File: src/rtl/id_regfile_pkg.sv
// id_regfile_pkg: shared constants and helpers for the ThinPad decode register file.
// Decode and write-back import this so both sides agree on special indices.
package id_regfile_pkg;

  // Default geometry of the register file
  localparam int DATA_W_DEF   = 16;
  localparam int ADDR_W_DEF   = 4;
  localparam int NUM_RD_DEF   = 2;
  localparam int NULL_REG_DEF = (1 << ADDR_W_DEF) - 1;

  // Special register indices shared by decode and write-back
  localparam int REG_SP = 8;
  localparam int REG_T  = 9;
  localparam int REG_IH = 10;

  // Per-entry scoreboard action for one clock edge
  typedef enum logic [1:0] {
    SB_HOLD  = 2'd0,
    SB_SET   = 2'd1,
    SB_CLEAR = 2'd2,
    SB_FLUSH = 2'd3
  } sb_op_e;

  // Resolves competing scoreboard events on one entry.
  // A flush drops everything, including a same-cycle issue; a new load
  // beats a same-cycle write-back because the load now owns the register.
  function automatic sb_op_e sb_entry_op(input logic flush_hit,
                                         input logic set_hit,
                                         input logic clr_hit);
    sb_op_e op;
    if (flush_hit) begin
      op = SB_FLUSH;
    end else if (set_hit) begin
      op = SB_SET;
    end else if (clr_hit) begin
      op = SB_CLEAR;
    end else begin
      op = SB_HOLD;
    end
    return op;
  endfunction

endpackage

File: src/rtl/id_regfile_scoreboard.sv
// id_scoreboard: tracks registers waiting on an in-flight load and raises
// the decode stall when a read port depends on one of them.
module id_scoreboard
  import id_regfile_pkg::*;
#(
  parameter int ADDR_W   = ADDR_W_DEF,
  parameter int NUM_RD   = NUM_RD_DEF,
  parameter int NULL_REG = (1 << ADDR_W) - 1
) (
  input  logic                     i_clk,
  input  logic                     i_rst_n,
  input  logic [NUM_RD*ADDR_W-1:0] i_rd_addr,
  input  logic                     i_wb_en,
  input  logic [ADDR_W-1:0]        i_wb_addr,
  input  logic                     i_iss_en,
  input  logic                     i_iss_load,
  input  logic [ADDR_W-1:0]        i_iss_addr,
  input  logic                     i_flush,
  output logic                     o_stall,
  output logic [(1<<ADDR_W)-1:0]   o_busy
);

  localparam int              NUM_REGS = 1 << ADDR_W;
  localparam logic [ADDR_W-1:0] L_NULL = ADDR_W'(NULL_REG);

  logic [NUM_REGS-1:0] r_busy;
  logic [NUM_REGS-1:0] w_busy_next;
  logic [NUM_RD-1:0]   w_port_stall;
  logic                w_issue_load;

  assign w_issue_load = i_iss_en & i_iss_load & (i_iss_addr != L_NULL);

  // Next busy vector: each entry independently resolves flush/set/clear
  always_comb begin
    w_busy_next = r_busy;
    for (int i = 0; i < NUM_REGS; i++) begin
      case (sb_entry_op(i_flush,
                        w_issue_load && (i_iss_addr == ADDR_W'(i)),
                        i_wb_en && (i_wb_addr == ADDR_W'(i))))
        SB_FLUSH: w_busy_next[i] = 1'b0;
        SB_SET:   w_busy_next[i] = 1'b1;
        SB_CLEAR: w_busy_next[i] = 1'b0;
        default:  w_busy_next[i] = r_busy[i];
      endcase
    end
  end

  // Busy vector register; reset leaves no load pending
  always_ff @(posedge i_clk or negedge i_rst_n) begin
    if (!i_rst_n) begin
      r_busy <= '0;
    end else begin
      r_busy <= w_busy_next;
    end
  end

  // A port stalls on a pending load unless the load result is arriving now
  for (genvar k = 0; k < NUM_RD; k++) begin : g_port
    logic [ADDR_W-1:0] w_addr;
    assign w_addr          = i_rd_addr[k*ADDR_W +: ADDR_W];
    assign w_port_stall[k] = (w_addr != L_NULL) & r_busy[w_addr]
                             & ~(i_wb_en & (i_wb_addr == w_addr));
  end

  assign o_stall = i_rst_n & (|w_port_stall);
  assign o_busy  = r_busy;

endmodule

File: src/rtl/id_regfile.sv
// id_regfile: ThinPad decode-stage register file with write-back bypass
// and a load-use scoreboard that stalls decode on pending loads.
module id_regfile
  import id_regfile_pkg::*;
#(
  parameter int DATA_W   = DATA_W_DEF,
  parameter int ADDR_W   = ADDR_W_DEF,
  parameter int NUM_RD   = NUM_RD_DEF,
  parameter int NULL_REG = (1 << ADDR_W) - 1
) (
  input  logic                     i_clk,
  input  logic                     i_rst_n,
  input  logic [NUM_RD*ADDR_W-1:0] i_rd_addr,
  output logic [NUM_RD*DATA_W-1:0] o_rd_data,
  input  logic                     i_wb_en,
  input  logic [ADDR_W-1:0]        i_wb_addr,
  input  logic [DATA_W-1:0]        i_wb_data,
  input  logic                     i_iss_en,
  input  logic                     i_iss_load,
  input  logic [ADDR_W-1:0]        i_iss_addr,
  input  logic                     i_flush,
  output logic                     o_stall,
  output logic [(1<<ADDR_W)-1:0]   o_busy
);

  localparam int              NUM_REGS = 1 << ADDR_W;
  localparam logic [ADDR_W-1:0] L_NULL = ADDR_W'(NULL_REG);

  logic [DATA_W-1:0] r_regs [NUM_REGS];
  logic              w_wr_en;

  // The null index is never written, so its storage entry stays constant zero
  assign w_wr_en = i_wb_en & (i_wb_addr != L_NULL);

  // Register storage: write-back port, cleared by reset
  always_ff @(posedge i_clk or negedge i_rst_n) begin
    if (!i_rst_n) begin
      for (int i = 0; i < NUM_REGS; i++) begin
        r_regs[i] <= '0;
      end
    end else if (w_wr_en) begin
      r_regs[i_wb_addr] <= i_wb_data;
    end
  end

  // Read ports: null reads zero, a same-cycle write-back is bypassed
  for (genvar k = 0; k < NUM_RD; k++) begin : g_rd
    logic [ADDR_W-1:0] w_addr;
    logic [DATA_W-1:0] w_data;

    assign w_addr = i_rd_addr[k*ADDR_W +: ADDR_W];

    // Read mux for one port; outputs forced to zero while in reset
    always_comb begin
      w_data = '0;
      if (!i_rst_n) begin
        w_data = '0;
      end else if (w_addr == L_NULL) begin
        w_data = '0;
      end else if (i_wb_en && (i_wb_addr == w_addr)) begin
        w_data = i_wb_data;
      end else begin
        w_data = r_regs[w_addr];
      end
    end

    assign o_rd_data[k*DATA_W +: DATA_W] = w_data;
  end

  id_scoreboard #(
    .ADDR_W   (ADDR_W),
    .NUM_RD   (NUM_RD),
    .NULL_REG (NULL_REG)
  ) u_scoreboard (
    .i_clk      (i_clk),
    .i_rst_n    (i_rst_n),
    .i_rd_addr  (i_rd_addr),
    .i_wb_en    (i_wb_en),
    .i_wb_addr  (i_wb_addr),
    .i_iss_en   (i_iss_en),
    .i_iss_load (i_iss_load),
    .i_iss_addr (i_iss_addr),
    .i_flush    (i_flush),
    .o_stall    (o_stall),
    .o_busy     (o_busy)
  );

endmodule

File: config.mk
export PLATFORM = sky130hd
export DESIGN_NAME = id_regfile
export DESIGN_NICKNAME = d
export VERILOG_FILES = /design/src/rtl/id_regfile_pkg.sv /design/src/rtl/id_regfile_scoreboard.sv /design/src/rtl/id_regfile.sv
export SDC_FILE = /design/constraint.sdc
export NUM_CORES = 1
export LEC_CHECK = 0
export CORE_UTILIZATION = 30
export DETAILED_ROUTE_END_ITERATION = 8
export GPL_TIMING_DRIVEN = 0
export PLACE_DENSITY_LB_ADDON = 0.08
export SLEW_MARGIN = 20
export SYNTH_ARGS = -nofsm -noshare
export SYNTH_HDL_FRONTEND = slang
export SYNTH_SLANG_ARGS = --single-unit
File: constraint.sdc
create_clock -name i_clk -period 2.7 [get_ports i_clk]
set_input_delay 0.405 -clock i_clk [delete_from_list [all_inputs] [get_ports i_clk]]
set_output_delay 0.405 -clock i_clk [all_outputs]
set_load 0.005 [all_outputs]
==> run summary, run 1 <==
Post-Layout Cell Count -> 1,886
row count -> 81
vias post-DR -> 10,100
LEAKAGE -> 7.99 nW
mean routed wirelength per cell -> 29.5 um
Clock Pin Slew Worst Setup and Hold Paths -> 60 ps
HPWL after DPL -> 36,900 um
Slew Viols, Final -> 0
dominant synthesized flop cell -> dfrtp_1
Initial Util -> 30.6%
Clock Tree Root -> clkbuf_16
GRT overflow -> 0
worst vdd ir -> 340 uV
initial antenna violation count -> 0
Hold Vio Cnt, Final -> 0
status -> finished, violations left
Syn. warnings -> 0
Yosys reg bits -> 272
final setup margin -> -34.3 ps
Pre-antenna DRT Iters -> 5
design area -> 19,000 um^2
placed insts -> 1,774
leading post-synthesis cells by cell area -> dfrtp_1, mux4_2, mux2_2
count leader, synth -> dfrtp_1
Post-synth EDFFs -> 0
port bufs -> 76
Setup Skew -> 0 ps
total CTS buffers -> 35
Synth area leader -> dfrtp_1
setup_tns -> -59.9 ps
startpoint types -> flip-flop
crit end category -> primary output
RSZ-0062 raised after global routing -> yes
Synth Instances -> 1,031
All-Layer GR Usage -> 22.5%
core area -> 49,300 um^2
total wire length -> 55,600 um
critical path peak fanout -> 2
largest net degree at the start of global routing -> 88
failing checks -> negative setup slack
Worst EP required -> 2300 ps
Syn Area/Cell -> 14.6 um^2
mapped cell area -> 15,100 um^2
Final ANT Viol Nets -> 0
f_max -> 366 MHz
DRC violations left -> 0
final setup vio count -> 3
Chip Height -> 226 um
CTS tree -> yes
Die W -> 226 um
Via density -> 5.38
layout cells sized above 1 -> 55.0%
Design Power -> 13.4 mW
number of max-cap violations -> 0
clk sinks -> 272
Post-synth ARST share -> 100%
Power Density -> 706 nW/um^2
Worst Tran Pin Value -> 994 ps
max_slew headroom -> 33.5%
CTS max path bufs -> 3
Hold Crit Class -> in2async
net count after synthesis -> 1,069
WS Path Type -> reg2out
most instantiated cells after synthesis -> dfrtp_1, mux2_2, mux4_2, clkbuf_1, buf_2
die area -> 51,100 um^2
Netlist cell types -> 44
vias in the first global route -> 10,800
Final GP Congestion -> 0.806
layout net count -> 1,237
P&R area growth vs syn -> 26.1%
Starting DRT DRC Count -> 652
worst hold slack -> 56.3 ps
dpl cell area -> 16,700 um^2
Period minus WS final -> 2730 ps
Synth top area share -> 45.2%
worst skew pair latency -> 540 ps
first-pass GRT wire length -> 80,300 um
Reg2Reg Depth -> 4
sequential area share after synthesis -> 45.2%
I/O pin cnt -> 87
DP Worst Slack -> -1580 ps
Tcrit/Tclk final -> 101%
worst path arrival time -> 2330 ps
H-tree Lvls -> 2
Finished Core Util -> 38.6%
## critical path: stages (launching register included)
cell and delay, ps:
dfrtp_1 370, buf_4 130, mux4_2 460, nor2b_4 150, a211o_1 240, a32o_2 310, buf_2 140
## kinds of logic (layout without fill, tap and decap cells)
logic type / count (synthesis) / in the layout / synth area share [%]
multiplexers: 406 / 406 / 40.4
flip-flops: 272 / 272 / 45.2
AND/OR/NAND/NOR: 137 / 137 / 4.75
buffers and inverters: 118 / 307 / 3.98
AO/OA/AOI/OAI: 90 / 90 / 5.16
XOR/XNOR: 8 / 8 / 0.465
other: 0 / 2 / 0
## final timing paths
path	slack [ps]	startpoint	end
worst max-delay path	-30	r_regs[102]	o_rd_data[6]
worst min-delay path	60	i_rst_n	r_regs[129]
worst max register to register	1610	r_regs[100]	r_regs[100]
worst min register to register	470	r_regs[5]	r_regs[5]
max in group asynchronous	1390	i_rst_n	r_regs[194]
min in group i_clk	250	i_flush	u_scoreboard.o_busy[9]
## layout by cell type, fill, tap and decap left out, types with 11 or more instances in the layout
| cell | Yosys | routed |
|---|---|---|
| clkbuf_16 | 0 | 35 |
| buf_6 | 5 | 19 |
| clkbuf_1 | 47 | 47 |
| a211o_1 | 30 | 30 |
| nand2_1 | 42 | 42 |
| nor2_1 | 15 | 12 |
| mux2i_2 | 0 | 11 |
| a32o_2 | 0 | 22 |
| buf_2 | 44 | 45 |
| nand3_1 | 13 | 13 |
| clkbuf_2 | 1 | 13 |
| buf_4 | 8 | 40 |
| nor2b_4 | 0 | 22 |
| clkdlybuf4s50_1 | 0 | 39 |
| clkbuf_8 | 0 | 16 |
| mux4_2 | 130 | 136 |
| dfrtp_1 | 272 | 270 |
| buf_8 | 0 | 11 |
| mux2_2 | 240 | 240 |
| mux2i_1 | 30 | 12 |
## where the power goes
part / leakage [nW] / total (mW) / switching (mW) / internal (mW)
Combinational: 4.09 / 3.44 / 1.32 / 2.11
Sequential: 3.39 / 5.52 / 0.599 / 4.93
Clock: 0.518 / 4.44 / 1.83 / 2.60
Total: 7.99 / 13.4 / 3.76 / 9.64
## what timing repair did
item                                    in CTS  in global routing
endpoints found under the hold margin       39                  0
gates resized for setup                    307                 59
cloned                                       7                  0
pin swaps                                   43                 28
hold buffers                                 8                  0
setup buffers                               31                  8
endpoints found under the setup margin      33                 46
## sequential cells by signal, summed over array words and instances, names as in the netlist
name	flops
r_regs	256
u_scoreboard.o_busy	16
## per-layer routing
metal	wire length [um]	vias to the layer above	global-route usage, %
li1	-	4323	-
met1	25800	5464	32.1
met2	25300	282	34.7
met3	2970	76	3.72
met4	1540	0	7.43
met5	0	-	0
## layout make-up
type | instances | area, um^2
Antenna cell | 2 | 5.00
Buffer | 113 | 927
Clock buffer | 54 | 1030
Clock inverter | 4 | 23.8
Fill cell | 4736 | 30300
Inverter | 4 | 15.0
Multi-Input combinational cell | 641 | 8050
Sequential cell | 272 | 6810
Tap cell | 664 | 831
Timing Repair Buffer | 132 | 1300
Note: power is estimated with default switching activity, not from simulation.
==> run 2: changes to the inputs <==
- CORE_ASPECT_RATIO: not set -> 1.75
- CTS_BUF_LIST: not set -> sky130_fd_sc_hd__clkbuf_16
- DONT_BUFFER_PORTS: not set -> 1
==> run 2 against run 1 <==
The flow finishes with violations (negative hold slack). Combinational power down 17%. Largest power group unchanged. Worst hold slack worse by 550 ps. Fmax up 1.4%. Critical path type is now in2out.
==> run summary, run 2 (same netlist as run 1, synthesis figures left out) <==
Starting DRT DRC Count -> 538
status -> finished, violations left
total wire length -> 57,300 um
number of setup buffers added after CTS -> 0
Final ANT Viol Nets -> 0
worst hold slack -> -497 ps
HPWL after DPL -> 39,600 um
Final GP Congestion -> 0.845
Initial Util -> 30.4%
initial antenna violation count -> 3
Int Pwr -> 8.99 mW
core area -> 49,600 um^2
total CTS buffers -> 30
Worst Tran Pin Value -> 1050 ps
WS Path Type -> in2out
Hold Vio Cnt, Final -> 272
Setup Skew -> 0 ps
row count -> 108
layout cells sized above 1 -> 46.5%
Chip Height -> 298 um
Die W -> 171 um
CTS max path bufs -> 3
worst skew pair latency -> 580 ps
combinational share of power -> 22.7%
most frequent cells in the layout -> dfrtp_1, mux2_2, mux4_2
failing checks -> negative hold slack
mean routed wirelength per cell -> 32.4 um
Clock Pin Slew Worst Setup and Hold Paths -> 70 ps
Period minus WS final -> 2700 ps
DRC violations left -> 0
final setup vio count -> 0
Psw -> 3.58 mW
startpoint types -> input port
Clock power frac -> 33.3%
Largest Register -> r_regs
LEAKAGE -> 7.08 nW
Slew Viols, Final -> 0
H-tree Lvls -> 1
sequential share of power -> 44.0%
layout net count -> 1,121
most common cell after layout, fill and taps aside -> dfrtp_1
P&R area growth vs syn -> 14.4%
largest net degree at the start of global routing -> 275
port bufs -> 0
critical path peak fanout -> 10
CTS tree -> yes
die area -> 51,100 um^2
I/O pin cnt -> 87
setup_tns -> 0 ps
Tcrit/Tclk final -> 99.9%
vias in the first global route -> 10,900
Hold Crit Class -> in2async
first-pass GRT wire length -> 82,200 um
Worst EP required -> 2300 ps
crit end category -> primary output
f_max -> 371 MHz
Pre-antenna DRT Iters -> 5
vias post-DR -> 9,751
Via density -> 5.52
Power Density -> 730 nW/um^2
worst path arrival time -> 2290 ps
worst vdd ir -> 394 uV
clk sinks -> 272
number of max-cap violations -> 0
# hold bufs at CTS -> 22
Clock Tree Root -> clkbuf_16
RSZ-0062 raised after global routing -> yes
All-Layer GR Usage -> 23.2%
max FFs per register -> 256
Finished Core Util -> 34.7%
switching share of power -> 28.5%
max_slew headroom -> 29.8%
GRT overflow -> 0
run 2: cell types whose count changed in the layout (fill, tap and decap cells not counted), moves of 17 or more:
cell	change
clkdlybuf4s50_1	-39
buf_4	-29
nor2b_1	+24
nor2b_4	-22
dlygate4sd3_1	+17
run 2: area by class of cell:
class | count | area [um^2]
clock inverters | 24 | 189
fillers | 4878 | 32400
flip-flops and latches | 272 | 6810
clock buffers | 31 | 776
multi-input cells | 641 | 7720
well taps | 660 | 826
plain buffers | 112 | 666
diodes | 2 | 5.00
inverters | 4 | 15.0
repair buffers | 22 | 220
run 2: per-layer routing:
| metal | wire, um | GRT usage [%] |
|---|---|---|
| met5 | 0 | 0 |
| met4 | 2310 | 9.18 |
| met3 | 2720 | 3.93 |
| met2 | 32300 | 44.7 |
| met1 | 20000 | 24.4 |
run 2: worst max-delay path: stages:
cell,delay (ps)
buf_2,270
buf_4,290
clkbuf_2,390
mux4_2,410
nand3_1,110
nand3_1,100
a22o_1,310
run 2: path summary, 6_finish.rpt:
| path | start | endpoint | slack (ps) | cells after the start |
|---|---|---|---|---|
| worst max register to register | u_scoreboard.o_busy[11] | u_scoreboard.o_busy[11] | 1830 | 3 |
| worst min-delay path | i_rst_n | r_regs[124] | -500 | 0 |
| min in group i_clk | i_iss_addr[2] | u_scoreboard.o_busy[12] | 20 | 2 |
| max in group asynchronous | i_rst_n | r_regs[71] | 2580 | 0 |
| worst min register to register | r_regs[15] | r_regs[15] | 480 | 1 |
| worst max-delay path | i_rd_addr[1] | o_stall | 4 | 7 |
run 2: what timing repair did:
item,in CTS,in global routing
endpoints found under the setup margin,33,24
gates resized for setup,50,17
endpoints found under the hold margin,389,272
pin swaps,3,2
run 2: through the flow:
step                      std cells  setup slack, ps  area (um^2)  total power [mW]
after detailed placement       1691             -486        15900              8.35
final                          1768             3.89        17200              12.6
after global routing           1768            -3.96        17200              13.1
after CTS                      1767            -42.7        17200              12.7
after floorplan                1031              478        15100              7.50
after global placement         1691             -526        15900              8.27
run 2: power by group through the flow:
stage | combinational (mW) | sequential (mW) | clock (mW)
floorplan | 2.14 | 5.36 | 0
global placement | 2.72 | 5.55 | 0
detailed placement | 2.76 | 5.59 | 0
CTS | 2.88 | 5.52 | 4.32
global route | 3.02 | 5.65 | 4.46
finish | 2.85 | 5.53 | 4.19
